--- src/rtl/fios_final_reduce.sv ---
// Final conditional subtraction for the FIOS Montgomery cascade: captures T word-serially,
// forms T - p on the fly, then streams out either D = T - p or T depending on the final borrow.
module fios_final_reduce #(
    parameter int WIDTH = 17,
    parameter int N     = 16,
    parameter int CW    = $clog2(N + 1)
) (
    input  logic             clock_i,
    input  logic             reset_i,
    input  logic             start_i,
    input  logic             res_valid_i,
    input  logic [WIDTH-1:0] res_i,
    input  logic [WIDTH-1:0] p_i,
    output logic             out_valid_o,
    input  logic             out_ready_i,
    output logic [WIDTH-1:0] out_data_o,
    output logic             out_last_o,
    output logic             busy_o,
    output logic             overrun_o
);
    localparam int IW = (N > 1) ? $clog2(N) : 1;
    localparam logic [CW-1:0] K_CARRY = CW'(N);
    localparam logic [CW-1:0] K_LAST  = CW'(N - 1);

    typedef enum logic [1:0] {S_IDLE, S_COLLECT, S_OUTPUT} state_t;

    state_t           r_state;
    state_t           w_state_nxt;
    logic [CW-1:0]    r_cnt;
    logic             r_borrow;
    logic             r_sel_d;
    logic             r_out_valid;
    logic             r_out_last;
    logic [WIDTH-1:0] r_out_data;
    logic             r_overrun;
    logic [WIDTH-1:0] r_t_buf [N];
    logic [WIDTH-1:0] r_d_buf [N];

    logic             w_is_carry;
    logic [WIDTH-1:0] w_p_eff;
    logic [WIDTH:0]   w_diff;
    logic             w_capture;
    logic             w_done_in;
    logic             w_xfer;
    logic             w_xfer_last;
    logic [CW-1:0]    w_cnt_inc;
    logic [IW-1:0]    w_idx;
    logic [IW-1:0]    w_idx_inc;

    // The carry word T[N] is subtracted against an implicit p[N] = 0.
    assign w_is_carry  = (r_cnt == K_CARRY);
    assign w_p_eff     = w_is_carry ? '0 : p_i;
    assign w_diff      = {1'b0, res_i} - {1'b0, w_p_eff} - {{WIDTH{1'b0}}, r_borrow};
    assign w_capture   = (r_state == S_COLLECT) && res_valid_i;
    assign w_done_in   = w_capture && w_is_carry;
    assign w_xfer      = (r_state == S_OUTPUT) && r_out_valid && out_ready_i;
    assign w_xfer_last = w_xfer && (r_cnt == K_LAST);
    assign w_cnt_inc   = r_cnt + 1'b1;
    assign w_idx       = r_cnt[IW-1:0];
    assign w_idx_inc   = w_cnt_inc[IW-1:0];

    always_comb begin
        w_state_nxt = r_state;
        case (r_state)
            S_IDLE:    if (start_i)     w_state_nxt = S_COLLECT;
            S_COLLECT: if (w_done_in)   w_state_nxt = S_OUTPUT;
            S_OUTPUT:  if (w_xfer_last) w_state_nxt = S_IDLE;
            default:                    w_state_nxt = S_IDLE;
        endcase
    end

    always_ff @(posedge clock_i) begin
        if (reset_i) begin
            r_state <= S_IDLE;
        end else begin
            r_state <= w_state_nxt;
        end
    end

    always_ff @(posedge clock_i) begin
        if (reset_i) begin
            r_cnt       <= '0;
            r_borrow    <= 1'b0;
            r_sel_d     <= 1'b0;
            r_out_valid <= 1'b0;
            r_out_last  <= 1'b0;
            r_out_data  <= '0;
            r_overrun   <= 1'b0;
        end else begin
            // A start in IDLE clears the flag even if a stray word arrives in the same cycle.
            if ((r_state == S_IDLE) && start_i) begin
                r_overrun <= 1'b0;
            end else if (res_valid_i && (r_state != S_COLLECT)) begin
                r_overrun <= 1'b1;
            end

            case (r_state)
                S_IDLE: begin
                    if (start_i) begin
                        r_cnt    <= '0;
                        r_borrow <= 1'b0;
                    end
                end
                S_COLLECT: begin
                    if (res_valid_i) begin
                        r_borrow <= w_diff[WIDTH];
                        if (w_is_carry) begin
                            r_cnt       <= '0;
                            r_sel_d     <= ~w_diff[WIDTH];
                            r_out_valid <= 1'b1;
                            r_out_last  <= (K_LAST == '0);
                            r_out_data  <= w_diff[WIDTH] ? r_t_buf[0] : r_d_buf[0];
                        end else begin
                            r_cnt <= w_cnt_inc;
                        end
                    end
                end
                S_OUTPUT: begin
                    if (w_xfer) begin
                        if (r_cnt == K_LAST) begin
                            r_cnt       <= '0;
                            r_out_valid <= 1'b0;
                            r_out_last  <= 1'b0;
                        end else begin
                            r_cnt      <= w_cnt_inc;
                            r_out_last <= (w_cnt_inc == K_LAST);
                            r_out_data <= r_sel_d ? r_d_buf[w_idx_inc] : r_t_buf[w_idx_inc];
                        end
                    end
                end
                default: begin
                    r_cnt <= '0;
                end
            endcase
        end
    end

    // Result buffers carry no reset; only slots written in the current pass are ever read.
    always_ff @(posedge clock_i) begin
        if (w_capture && !w_is_carry) begin
            r_t_buf[w_idx] <= res_i;
            r_d_buf[w_idx] <= w_diff[WIDTH-1:0];
        end
    end

    assign out_valid_o = r_out_valid;
    assign out_data_o  = r_out_data;
    assign out_last_o  = r_out_last;
    assign busy_o      = (r_state != S_IDLE);
    assign overrun_o   = r_overrun;

endmodule

--- config.mk ---
export PLATFORM = sky130hd
export DESIGN_NAME = fios_final_reduce
export DESIGN_NICKNAME = d
export VERILOG_FILES = /design/src/rtl/fios_final_reduce.sv
export SDC_FILE = /design/constraint.sdc
export NUM_CORES = 1
export LEC_CHECK = 0
export CORE_MARGIN = 2
export CORE_UTILIZATION = 40
export CTS_BUF_LIST = sky130_fd_sc_hd__clkbuf_2
export DETAILED_ROUTE_END_ITERATION = 16
export PLACE_DENSITY = 0.55
export SETUP_SLACK_MARGIN = 0.5
export SYNTH_ARGS = -nofsm -noshare
export SYNTH_HDL_FRONTEND = slang
export SYNTH_SLANG_ARGS = --single-unit
--- constraint.sdc ---
create_clock -name clock_i -period 10 [get_ports clock_i]
set_clock_uncertainty 0.05 [all_clocks]
set_input_delay 1 -clock clock_i [delete_from_list [all_inputs] [get_ports clock_i]]
set_output_delay 1 -clock clock_i [all_outputs]
set_load 0.02 [all_outputs]
==> results.rst, run 1 <==
.. list-table::
   :header-rows: 1

   * - Metric
     - Value
   * - Outcome
     - finished, final reports clean
   * - Nets in the synthesized netlist
     - 1368
   * - Relative contribution of the clock network to total power
     - 30.5%
   * - Crit Path Max Fanout
     - 31
   * - CTS sink count
     - 573
   * - Cell accounting for the most synthesized area
     - sky130_fd_sc_hd__edfxtp_1
   * - Post-synth design cell area
     - 0.0239 mm2
   * - Total congestion overflow after global routing
     - 0
   * - Total power consumption of the routed design
     - 0.00534 W
   * - Commonest register cell after synthesis
     - sky130_fd_sc_hd__edfxtp_1
   * - Most numerous cell types in the synthesized netlist
     - sky130_fd_sc_hd__edfxtp_1, sky130_fd_sc_hd__mux4_2, sky130_fd_sc_hd__nand2_1
   * - Share of total power in combinational logic
     - 16.3%
   * - Final worst path period share
     - 54.1%
   * - Postcts setup bufs
     - 0
   * - Worst hold margin
     - 216 ps
   * - Final sum of negative setup slack
     - 0 ps
   * - CTS clk-pin slew, worst paths
     - 90 ps
   * - Library cells used by synthesis
     - 66
   * - Minimum period implied by the final worst setup slack
     - 5410 ps
   * - Seq/Total Area, Yosys
     - 70.9%
   * - Total placed instance area
     - 0.0253 mm2
   * - Pin count of the biggest net entering global routing
     - 59
   * - Total of max-cap violations
     - 0
   * - Endpoint arrival time on the critical path
     - 6270 ps
   * - Clk_lat worst skew
     - 1320 ps
   * - Detailed Routing Iterations Pass 1
     - 5
   * - Number of synthesized flops with an enable pin
     - 544
   * - Starting DRC count in detailed routing
     - 1141
   * - Number of buffers added to fix hold violations after cts
     - 0
   * - Switching share of total power
     - 28.5%
   * - Total routing resource utilization after global routing
     - 21.4%
   * - Switch Pwr
     - 0.00152 W
   * - Via-per-instance ratio
     - 5.58
   * - Fraction of synthesized cell area taken by the top area cell type
     - 68.5%
   * - Total power density per cell area
     - 200 mW/mm2
   * - Total non-filler cell area in the finished layout
     - 0.0267 mm2
   * - Filler cell count
     - 5286
   * - Final hold vios
     - 0
   * - Worst-case headroom to the max-slew limit
     - 9.49%
   * - Floorplan die area
     - 0.0616 mm2
   * - Reg2reg start
     - r_cnt[0]$_SDFFE_PP0P_
   * - Detailed-route via count
     - 13.1k
   * - Estimated wirelength of the detail-placed design
     - 34600 um
   * - Start-to-end type of the worst setup path
     - reg2reg
   * - Internal power consumption
     - 0.00382 W
   * - Die outline width
     - 248 um
   * - Resized cells post-CTS
     - 0
   * - Overall die height
     - 248 um
   * - Vias in the first global route
     - 13.7k
   * - #FFs+latches synth
     - 573
   * - Placer Congestion
     - 0.859
   * - TritonCTS clock tree
     - done
   * - Startpoint of the tightest hold check path
     - start_i
   * - Average wire length per cell after detail routing
     - 27.1 um
   * - Number of failing setup endpoints in the final timing report
     - 0
   * - Starting Density
     - 40.4%
   * - Sequential power share
     - 53.2%
   * - Post-synthesis async set-or-reset flop share
     - 0%
   * - Yosys warning count
     - 0
   * - Worst Max-Slew Pin Slew
     - 1350 ps
   * - First-pass GRT wire length
     - 92000 um
   * - Maximum vdd ir drop
     - 104 uV
   * - Count of pins on the block boundary
     - 60
   * - Total Routed Length
     - 63600 um
   * - DRC violation count after routing
     - 0
   * - Number of buffers on the longest clock path
     - 3
   * - Setup repair after global routing missed its margin
     - no
   * - Largest cells by area after synthesis
     - sky130_fd_sc_hd__edfxtp_1, sky130_fd_sc_hd__mux4_2, sky130_fd_sc_hd__dfxtp_1, sky130_fd_sc_hd__ha_1, sky130_fd_sc_hd__mux2i_1
   * - Area of the core region
     - 0.0590 mm2
   * - Reported leakage power
     - 8.79 nW
   * - Post-Synthesis Mean Instance Area
     - 18.6 um2
   * - Number of buffers created by CTS
     - 147
   * - Max Slew Vio Count
     - 0
   * - Final cell utilization of the core
     - 45.3%
   * - Tightest Hold Check Type
     - in2reg
   * - Number of rows created at floorplan
     - 89
   * - Area Overhead vs Synth
     - 12.0%
   * - Nets
     - 1544
   * - Antenna violations before repair
     - 3
   * - Gate count of the mapped netlist
     - 1285
   * - Fraction of final layout cells with drive strength greater than 1
     - 29.2%
   * - Number of port buffers
     - 59
   * - Clock tree root driver cell
     - sky130_fd_sc_hd__clkbuf_2
   * - Number of nets with antenna violations after routing
     - 0
   * - Worst setup EP type
     - flop
   * - Worst EP required
     - 10860 ps
   * - Top achievable clock speed
     - 0.185 GHz
   * - Critical path origin
     - r_cnt[0]$_SDFFE_PP0P_
   * - Number of H-tree levels
     - 4
   * - Count leader, synth
     - sky130_fd_sc_hd__edfxtp_1
   * - Startpoint kind of the worst setup timing path
     - flop
==> registers in the layout, summed over array words and instances, names as in the netlist <==
name,flops
out_data_o,17
out_last_o,1
out_valid_o,1
overrun_o,1
r_borrow,1
r_cnt,5
r_d_buf,272
r_sel_d,1
r_state,2
r_t_buf,272
==> cell usage in the layout, fill, tap and decap left out, types with 33 or more instances in the layout <==
cell type,count
sky130_fd_sc_hd__buf_4,33
sky130_fd_sc_hd__clkbuf_2,225
sky130_fd_sc_hd__clkdlybuf4s50_1,58
sky130_fd_sc_hd__edfxtp_1,544
sky130_fd_sc_hd__ha_1,41
sky130_fd_sc_hd__inv_1,54
sky130_fd_sc_hd__mux2i_1,36
sky130_fd_sc_hd__mux4_2,136
sky130_fd_sc_hd__nand2_1,91
sky130_fd_sc_hd__nor2_1,38
==> critical path, stage by stage, from the launching register on <==
cell and delay [ps]:
sky130_fd_sc_hd__dfxtp_4 780, sky130_fd_sc_hd__inv_1 240, sky130_fd_sc_hd__ha_4 250, sky130_fd_sc_hd__nand3_1 80, sky130_fd_sc_hd__buf_4 260, sky130_fd_sc_hd__nand2_1 120, sky130_fd_sc_hd__fa_1 420, sky130_fd_sc_hd__fa_1 440
sky130_fd_sc_hd__or2b_1 270, sky130_fd_sc_hd__a2111oi_0 630, sky130_fd_sc_hd__o211ai_1 320, sky130_fd_sc_hd__and3_1 270, sky130_fd_sc_hd__o21a_1 160, sky130_fd_sc_hd__nor2_1 120, sky130_fd_sc_hd__xnor2_1 540
==> cell type report <==
class,count,area [um2],share of cell area (%)
flip-flops and latches,573,16900,63.4
multi-input cells,593,6430,24.1
clock buffers,225,1130,4.22
well taps,773,967,3.62
repair buffers,92,833,3.12
clock inverters,27,215,0.806
inverters,54,203,0.759
diodes,6,15.0,0.0562
==> through the flow <==
step           instances  setup WS (ps)
6_report            2343           4590
5_1_grt             2342           4120
4_1_cts             2336           4610
3_5_place_dp        2084           4580
3_3_place_gp        2084           4670
2_1_floorplan       1285           5370
==> layer usage <==
metal	GRT usage [%]	routed length [um]	share of wire, %
met5	0	0	0
met4	7.34	1190	1.9
met3	5.84	5050	7.9
met2	32.5	29300	46
met1	29.9	28100	44
==> worst paths after layout <==
check,to,slack (ps),depth (start not counted)
max,r_d_buf[13][12]$_DFFE_PP_,4590,14
min,overrun_o$_SDFFE_PP0P_,220,2
max reg2reg,r_d_buf[13][12]$_DFFE_PP_,4590,14
min reg2reg,r_state[1]$_SDFFE_PP0P_,440,2
==> cell families (layout without fill, tap and decap cells) <==
kind of cell	Yosys count	after routing	share of synthesized area, %
AOI/OAI and AO/OA	128	128	4.42
DFF	573	573	70.9
xor gates and xnor gates	19	19	0.808
muxes	172	172	14.4
buffers and inverters	119	398	2.48
other	0	6	0
and+or+nand+nor	230	230	4.65
adders and majority gates	44	44	2.37
==> power groups by stage <==
stage               registers [W]  clock network [W]  logic [W]
floorplan                 0.00289                  0   0.000556
global placement          0.00290                  0   0.000854
detailed placement        0.00290                  0   0.000869
CTS                       0.00284            0.00168   0.000871
global route              0.00285            0.00181   0.000944
finish                    0.00284            0.00163   0.000870
(Power assumes the default switching activity.)
==> run 2, diff against run 1 <==
--- a/config.mk
+++ b/config.mk
@@ -9,7 +9,7 @@
 export CORE_UTILIZATION = 40
 export CTS_BUF_LIST = sky130_fd_sc_hd__clkbuf_2
 export DETAILED_ROUTE_END_ITERATION = 16
-export PLACE_DENSITY = 0.55
+export PLACE_DENSITY = 0.57
 export SETUP_SLACK_MARGIN = 0.5
 export SYNTH_ARGS = -nofsm -noshare
 export SYNTH_HDL_FRONTEND = slang
==> constraint.sdc (replaced) <==
create_clock -name clock_i -period 4.5 [get_ports clock_i]
set_clock_uncertainty 0.05 [all_clocks]
set_input_delay 0.45 -clock clock_i [delete_from_list [all_inputs] [get_ports clock_i]]
set_output_delay 0.45 -clock clock_i [all_outputs]
set_load 0.02 [all_outputs]
==> results.rst, run 2 (synthesis results as in run 1) <==
.. list-table::
   :header-rows: 1

   * - Metric
     - Value
   * - Outcome
     - finished, final reports clean
   * - Worst-case setup slack after placement
     - 410 ps (-4170 ps)
   * - Placer Congestion
     - 0.849 (-1.2%)
   * - Floorplan die area
     - 0.0616 mm2 (unchanged)
   * - CTS sink count
     - 573 (unchanged)
   * - Series of cell instances along the critical path
     - inv_1, ha_4, nand3_4, buf_8, and2_1, ha_1, inv_1, ha_1, or3_1, o2111ai_1, or4_2, nor2_2, a211oi_4, buf_12, buf_4, mux2i_1, o41ai_1
   * - TritonCTS clock tree
     - done
   * - Worst EP required
     - 5610 ps (-5250 ps)
   * - Minimum period implied by the final worst setup slack
     - 3830 ps (-1570 ps)
   * - Number of failing setup endpoints in the final timing report
     - 0 (unchanged)
   * - Reported leakage power
     - 9.26 nW (+5.4%)
   * - Most common cell after layout, fill and taps aside
     - sky130_fd_sc_hd__edfxtp_1
   * - Number of nets with antenna violations after routing
     - 0 (unchanged)
   * - Number of rows created at floorplan
     - 89 (unchanged)
   * - Critical Path Max Stage Delay
     - 660 ps (-120 ps)
   * - Slowest stage cell on the critical path
     - sky130_fd_sc_hd__or4_2
   * - Worst r2r path cells
     - 17 (+3)
   * - Average wire length per cell after detail routing
     - 25.9 um (-4.7%)
   * - Startpoint of the tightest hold check path
     - reset_i
   * - Endpoint arrival time on the critical path
     - 4940 ps (-1330 ps)
   * - Via-per-instance ratio
     - 5.47 (-2.0%)
   * - Total power density per cell area
     - 434 mW/mm2 (+120%)
   * - Antenna violations before repair
     - 4 (+1)
   * - Start-to-end type of the worst setup path
     - reg2reg
   * - Detailed-route via count
     - 13.3k (+1.5%)
   * - Total power consumption of the routed design
     - 0.0121 W (+130%)
   * - Area of the core region
     - 0.0590 mm2 (unchanged)
   * - End of the worst register-to-register path
     - out_data_o[16]$_SDFFE_PP0P_
   * - Number of buffers created by CTS
     - 145 (-1.4%)
   * - Final hold vios
     - 0 (unchanged)
   * - Worst-case headroom to the max-slew limit
     - 22.8% (+13 points)
   * - Filler cell count
     - 5184 (-1.9%)
   * - Startpoint kind of the worst setup timing path
     - flop
   * - Starting Density
     - 40.4% (unchanged)
   * - Overall die height
     - 248 um (unchanged)
   * - Total of max-cap violations
     - 0 (unchanged)
   * - Total congestion overflow after global routing
     - 0 (unchanged)
   * - First-pass GRT wire length
     - 90500 um (-1.6%)
   * - Vias in the first global route
     - 13.6k (-0.57%)
   * - Fraction of final layout cells with drive strength greater than 1
     - 32.6% (+3.4 points)
   * - Starting DRC count in detailed routing
     - 1154 (+1.1%)
   * - Reg2reg start
     - r_cnt[1]$_SDFFE_PP0P_
   * - Maximum vdd ir drop
     - 238 uV (+130%)
   * - Final critical-path setup slack
     - 666 ps (-3930 ps)
   * - Clk_lat worst skew
     - 1270 ps (-50 ps)
   * - Tightest Hold Check Type
     - in2reg
   * - Max Slew Vio Count
     - 0 (unchanged)
   * - Area Overhead vs Synth
     - 16.4%
   * - Top Family by Delay on Critical Path
     - simple AND/OR/NAND/NOR gates
   * - DRC violation count after routing
     - 0 (unchanged)
   * - Nets
     - 1628 (+5.4%)
   * - Reg2reg setup slack
     - 670 ps (-3930 ps)
   * - Detailed Routing Iterations Pass 1
     - 5 (unchanged)
   * - Clock tree root driver cell
     - sky130_fd_sc_hd__clkbuf_2
   * - Top achievable clock speed
     - 0.261 GHz (+41%)
   * - Estimated wirelength of the detail-placed design
     - 37300 um (+7.8%)
   * - Setup repair after global routing missed its margin
     - yes
   * - Number of buffers on the longest clock path
     - 3 (unchanged)
   * - End point of the most critical hold path
     - r_cnt[3]$_SDFFE_PP0P_
   * - Pin count of the biggest net entering global routing
     - 94 (+59%)
   * - Count of pins on the block boundary
     - 60 (unchanged)
   * - Number of cells traversed by the worst hold path
     - 4 (+2)
   * - Number of H-tree levels
     - 4 (unchanged)
   * - Die outline width
     - 248 um (unchanged)
   * - Final sum of negative setup slack
     - 0 ps (unchanged)
   * - Total Routed Length
     - 62800 um (-1.3%)
   * - Number of port buffers
     - 59 (unchanged)
   * - Total routing resource utilization after global routing
     - 21.0% (-0.45 points)
   * - Final cell utilization of the core
     - 47.0% (+1.8 points)
   * - Worst Max-Slew Pin Slew
     - 1150 ps (-194 ps)
   * - Final worst path period share
     - 85.2% (+31 points)
   * - CTS clk-pin slew, worst paths
     - 110 ps (+20 ps)
   * - Total buffers and inverters traversed by the critical path
     - 5 (+3)
   * - Most frequent cells in the layout
     - sky130_fd_sc_hd__edfxtp_1, sky130_fd_sc_hd__clkbuf_2, sky130_fd_sc_hd__mux4_2, sky130_fd_sc_hd__nand2_1, sky130_fd_sc_hd__buf_4
   * - Worst setup EP type
     - flop
   * - Crit Path Max Fanout
     - 18 (-42%)
## run 2: worst register-to-register path, cell delays in order (launching register included)
cell and delay [ps]:
sky130_fd_sc_hd__dfxtp_4 380, sky130_fd_sc_hd__inv_1 110, sky130_fd_sc_hd__ha_4 180, sky130_fd_sc_hd__nand3_4 140, sky130_fd_sc_hd__buf_8 210, sky130_fd_sc_hd__and2_1 170, sky130_fd_sc_hd__ha_1 260, sky130_fd_sc_hd__inv_1 40
sky130_fd_sc_hd__ha_1 310, sky130_fd_sc_hd__or3_1 130, sky130_fd_sc_hd__o2111ai_1 180, sky130_fd_sc_hd__or4_2 660, sky130_fd_sc_hd__nor2_2 160, sky130_fd_sc_hd__a211oi_4 70, sky130_fd_sc_hd__buf_12 180, sky130_fd_sc_hd__buf_4 150
sky130_fd_sc_hd__mux2i_1 100, sky130_fd_sc_hd__o41ai_1 250
## run 2: what timing repair did
action	4_1_cts	5_1_grt
gates resized for setup	6	20
hold endpoints to repair	301	0
cloned	0	2
endpoints found under the setup margin	36	98
hold buffers	22	0
setup buffers	0	8
pin swaps	0	8
## run 2: worst max path at each step
stage                           from                           to  slack [ps]  cells after the start
6_report       r_cnt[1]$_SDFFE_PP0P_  out_data_o[16]$_SDFFE_PP0P_         670                     17
5_1_grt        r_cnt[0]$_SDFFE_PP0P_   out_data_o[8]$_SDFFE_PP0P_         500                     10
4_1_cts        r_cnt[1]$_SDFFE_PP0P_     r_d_buf[7][16]$_DFFE_PP_         500                     13
3_5_place_dp                  p_i[0]     r_d_buf[10][6]$_DFFE_PP_         410                      8
3_3_place_gp                  p_i[0]     r_d_buf[1][16]$_DFFE_PP_         470                     11
2_1_floorplan  r_cnt[0]$_SDFFE_PP0P_     r_d_buf[0][16]$_DFFE_PP_         520                     16
## run 2: report_power, final
group / internal (W) / switching [W]
Sequential: 0.00618 / 0.000108
Combinational: 0.000898 / 0.00125
Clock: 0.00153 / 0.00209
## run 2: layout make-up
cell class                 instances  area (um2)  area share (%)
antenna                            2        5.00          0.0180
clock buffer                     222        1110            4.00
clock inverter                    32         238           0.856
inverter                          54         203           0.730
multi-input combinational        595        6600            23.8
sequential                       573       16900            61.0
tap                              773         967            3.48
timing repair buffer             176        1710            6.17
## run 2: metrics by stage
step | instance area [um2] | std cells | hold slack [ps]
after floorplan | 23900 | 1285 | 400
after global placement | 25900 | 2139 | 411
after detailed placement | 25900 | 2139 | 425
after CTS | 27600 | 2415 | 65.1
after global routing | 27800 | 2427 | 157
final | 27800 | 2427 | 260
## run 2: per-layer routing
metal	track usage, %	routed length, um	vias to the layer above
met2	32.2	29300	461
met3	6.02	4500	82
met5	0	0	-
met4	6.16	1010	0
li1	-	-	5806
met1	29.2	28000	6926
==> run 3, diff against run 2 <==
--- a/config.mk
+++ b/config.mk
@@ -5,6 +5,7 @@
 export SDC_FILE = /design/constraint.sdc
 export NUM_CORES = 1
 export LEC_CHECK = 0
+export CAP_MARGIN = 20
 export CORE_MARGIN = 2
 export CORE_UTILIZATION = 40
 export CTS_BUF_LIST = sky130_fd_sc_hd__clkbuf_2
==> results.rst, run 3 (synthesis results as in run 1) <==
.. list-table::
   :header-rows: 1

   * - Metric
     - Value
   * - Placer Congestion
     - 0.849 (unchanged)
   * - Area Overhead vs Synth
     - 16.5% (about the same)
   * - Reported leakage power
     - 9.27 nW (+0.10%)
   * - Worst EP required
     - 5600 ps (about the same)
   * - Number of buffers on the longest clock path
     - 3 (unchanged)
   * - Worst-case setup slack after placement
     - 410 ps (unchanged)
   * - Reg2reg start
     - r_cnt[1]$_SDFFE_PP0P_
   * - Estimated wirelength of the detail-placed design
     - 37300 um (unchanged)
   * - Number of buffers created by CTS
     - 145 (unchanged)
   * - Detailed-route via count
     - 13.3k (+0.29%)
   * - Worst-case headroom to the max-slew limit
     - 31.3% (+8.5 points)
   * - Outcome
     - finished, final reports clean
   * - Worst setup EP type
     - flop
   * - Pin count of the biggest net entering global routing
     - 94 (unchanged)
   * - Critical path origin
     - r_cnt[1]$_SDFFE_PP0P_
   * - Clock tree root driver cell
     - sky130_fd_sc_hd__clkbuf_2
   * - Endpoint arrival time on the critical path
     - 4940 ps (about the same)
   * - Area of the core region
     - 0.0590 mm2 (unchanged)
   * - Startpoint of the tightest hold check path
     - reset_i
   * - Number of port buffers
     - 59 (unchanged)
   * - Number of rows created at floorplan
     - 89 (unchanged)
   * - Total area of multi-input combinational cells
     - 0.00660 mm2 (unchanged)
   * - Starting Density
     - 40.4% (unchanged)
   * - Minimum period implied by the final worst setup slack
     - 3840 ps (+9.09 ps)
   * - Most common cell after layout, fill and taps aside
     - sky130_fd_sc_hd__edfxtp_1
   * - Worst Max-Slew Pin Slew
     - 1030 ps (-124 ps)
   * - Floorplan die area
     - 0.0616 mm2 (unchanged)
   * - Number of cells traversed by the worst hold path
     - 4 (unchanged)
   * - Final cell utilization of the core
     - 47.1% (about the same)
   * - Detailed Routing Iterations Pass 1
     - 5 (unchanged)
   * - Worst r2r path cells
     - 17 (unchanged)
   * - Total congestion overflow after global routing
     - 0 (unchanged)
   * - Average wire length per cell after detail routing
     - 25.8 um (about the same)
   * - Filler cell count
     - 5184 (unchanged)
   * - Die outline width
     - 248 um (unchanged)
   * - Starting DRC count in detailed routing
     - 1074 (-6.9%)
   * - Total routing resource utilization after global routing
     - 21.0% (unchanged)
   * - Number of nets with antenna violations after routing
     - 0 (unchanged)
   * - Number of H-tree levels
     - 4 (unchanged)
   * - Overall die height
     - 248 um (unchanged)
   * - Vias in the first global route
     - 13.6k (unchanged)
   * - Final sum of negative setup slack
     - 0 ps (unchanged)
   * - Nets
     - 1630 (+0.12%)
   * - Total Routed Length
     - 62800 um (about the same)
   * - CTS clk-pin slew, worst paths
     - 90 ps (-20 ps)
   * - Number of failing setup endpoints in the final timing report
     - 0 (unchanged)
   * - CTS sink count
     - 573 (unchanged)
   * - Clk_lat worst skew
     - 1270 ps (about the same)
   * - Max Slew Vio Count
     - 0 (unchanged)
   * - Startpoint kind of the worst setup timing path
     - flop
   * - Total of max-cap violations
     - 0 (unchanged)
   * - Top achievable clock speed
     - 0.260 GHz (-0.24%)
   * - Register Area
     - 0.0169 mm2 (unchanged)
   * - First-pass GRT wire length
     - 90500 um (unchanged)
   * - Setup repair after global routing missed its margin
     - yes
   * - Tightest Hold Check Type
     - in2reg
   * - Crit Path Max Fanout
     - 18 (unchanged)
   * - Start-to-end type of the worst setup path
     - reg2reg
   * - Maximum vdd ir drop
     - 236 uV (-0.93%)
   * - Fraction of final layout cells with drive strength greater than 1
     - 32.7% (+0.081 points)
   * - DRC violation count after routing
     - 0 (unchanged)
   * - Count of pins on the block boundary
     - 60 (unchanged)
   * - Worst hold margin
     - 265 ps (+4.54 ps)
   * - Final worst path period share
     - 85.4% (+0.20 points)
   * - Antenna violations before repair
     - 4 (unchanged)
   * - Final critical-path setup slack
     - 657 ps (-9.09 ps)
   * - Via-per-instance ratio
     - 5.48 (+0.20%)
   * - TritonCTS clock tree
     - done
   * - Total power density per cell area
     - 434 mW/mm2 (about the same)
   * - Most frequent cells in the layout
     - sky130_fd_sc_hd__edfxtp_1, sky130_fd_sc_hd__clkbuf_2, sky130_fd_sc_hd__mux4_2, sky130_fd_sc_hd__nand2_1, sky130_fd_sc_hd__buf_4
   * - Final hold vios
     - 0 (unchanged)
-- run 3: final cells by class --
class,instances,area share (%)
Clock inverter,32,0.856
Clock buffer,222,4.00
Antenna cell,2,0.0180
Timing Repair Buffer,178,6.22
Multi-Input combinational cell,595,23.8
Sequential cell,573,60.9
Tap cell,773,3.48
Inverter,54,0.730
-- run 3: report_power, final --
part           internal (W)  switching (W)
clock               0.00153        0.00208
combinational      0.000904        0.00125
sequential          0.00618       0.000108
total               0.00861        0.00344
-- run 3: timing repair --
action                                  in CTS  in global routing
hold buffers                                22                  0
pin swaps                                    0                  8
setup buffers                                0                  8
gates resized for setup                      6                 20
endpoints found under the setup margin      36                 98
hold endpoints to repair                   301                  0
gates cloned                                 0                  2
-- run 3: critical path, stage by stage (launching register included) --
cell and delay (ps):
sky130_fd_sc_hd__dfxtp_4 380, sky130_fd_sc_hd__inv_1 110, sky130_fd_sc_hd__ha_4 180, sky130_fd_sc_hd__nand3_4 140, sky130_fd_sc_hd__buf_8 210, sky130_fd_sc_hd__and2_1 170, sky130_fd_sc_hd__ha_1 260, sky130_fd_sc_hd__inv_1 40
sky130_fd_sc_hd__ha_1 310, sky130_fd_sc_hd__or3_1 130, sky130_fd_sc_hd__o2111ai_1 180, sky130_fd_sc_hd__or4_2 660, sky130_fd_sc_hd__nor2_2 160, sky130_fd_sc_hd__a211oi_4 70, sky130_fd_sc_hd__buf_12 180, sky130_fd_sc_hd__buf_4 140
sky130_fd_sc_hd__mux2i_1 100, sky130_fd_sc_hd__o41ai_1 260
-- run 3: per-stage QoR --
stage                     instances  power (W)  area, um2
after floorplan                1285    0.00767      23900
after global placement         2139    0.00843      25900
after detailed placement       2139    0.00846      25900
after CTS                      2415     0.0121      27600
after global routing           2429     0.0126      27800
final                          2429     0.0121      27800
-- run 3: worst paths after layout --
kind,slack (ps),to
worst max-delay path,660,out_data_o[16]$_SDFFE_PP0P_
worst min register to register,440,r_state[0]$_SDFFE_PP0P_
worst min-delay path,270,out_last_o$_SDFFE_PP0P_
worst max register to register,660,out_data_o[16]$_SDFFE_PP0P_
-- run 3: layer usage --
layer / part of all wire [%] / GRT usage (%) / routed length (um) / up-vias
li1: - / - / - / 5814
met1: 45 / 29.2 / 28000 / 6927
met2: 47 / 32.2 / 29300 / 486
met3: 7.1 / 6.02 / 4440 / 86
met4: 1.7 / 6.16 / 1040 / 0
met5: 0 / 0 / 0 / -
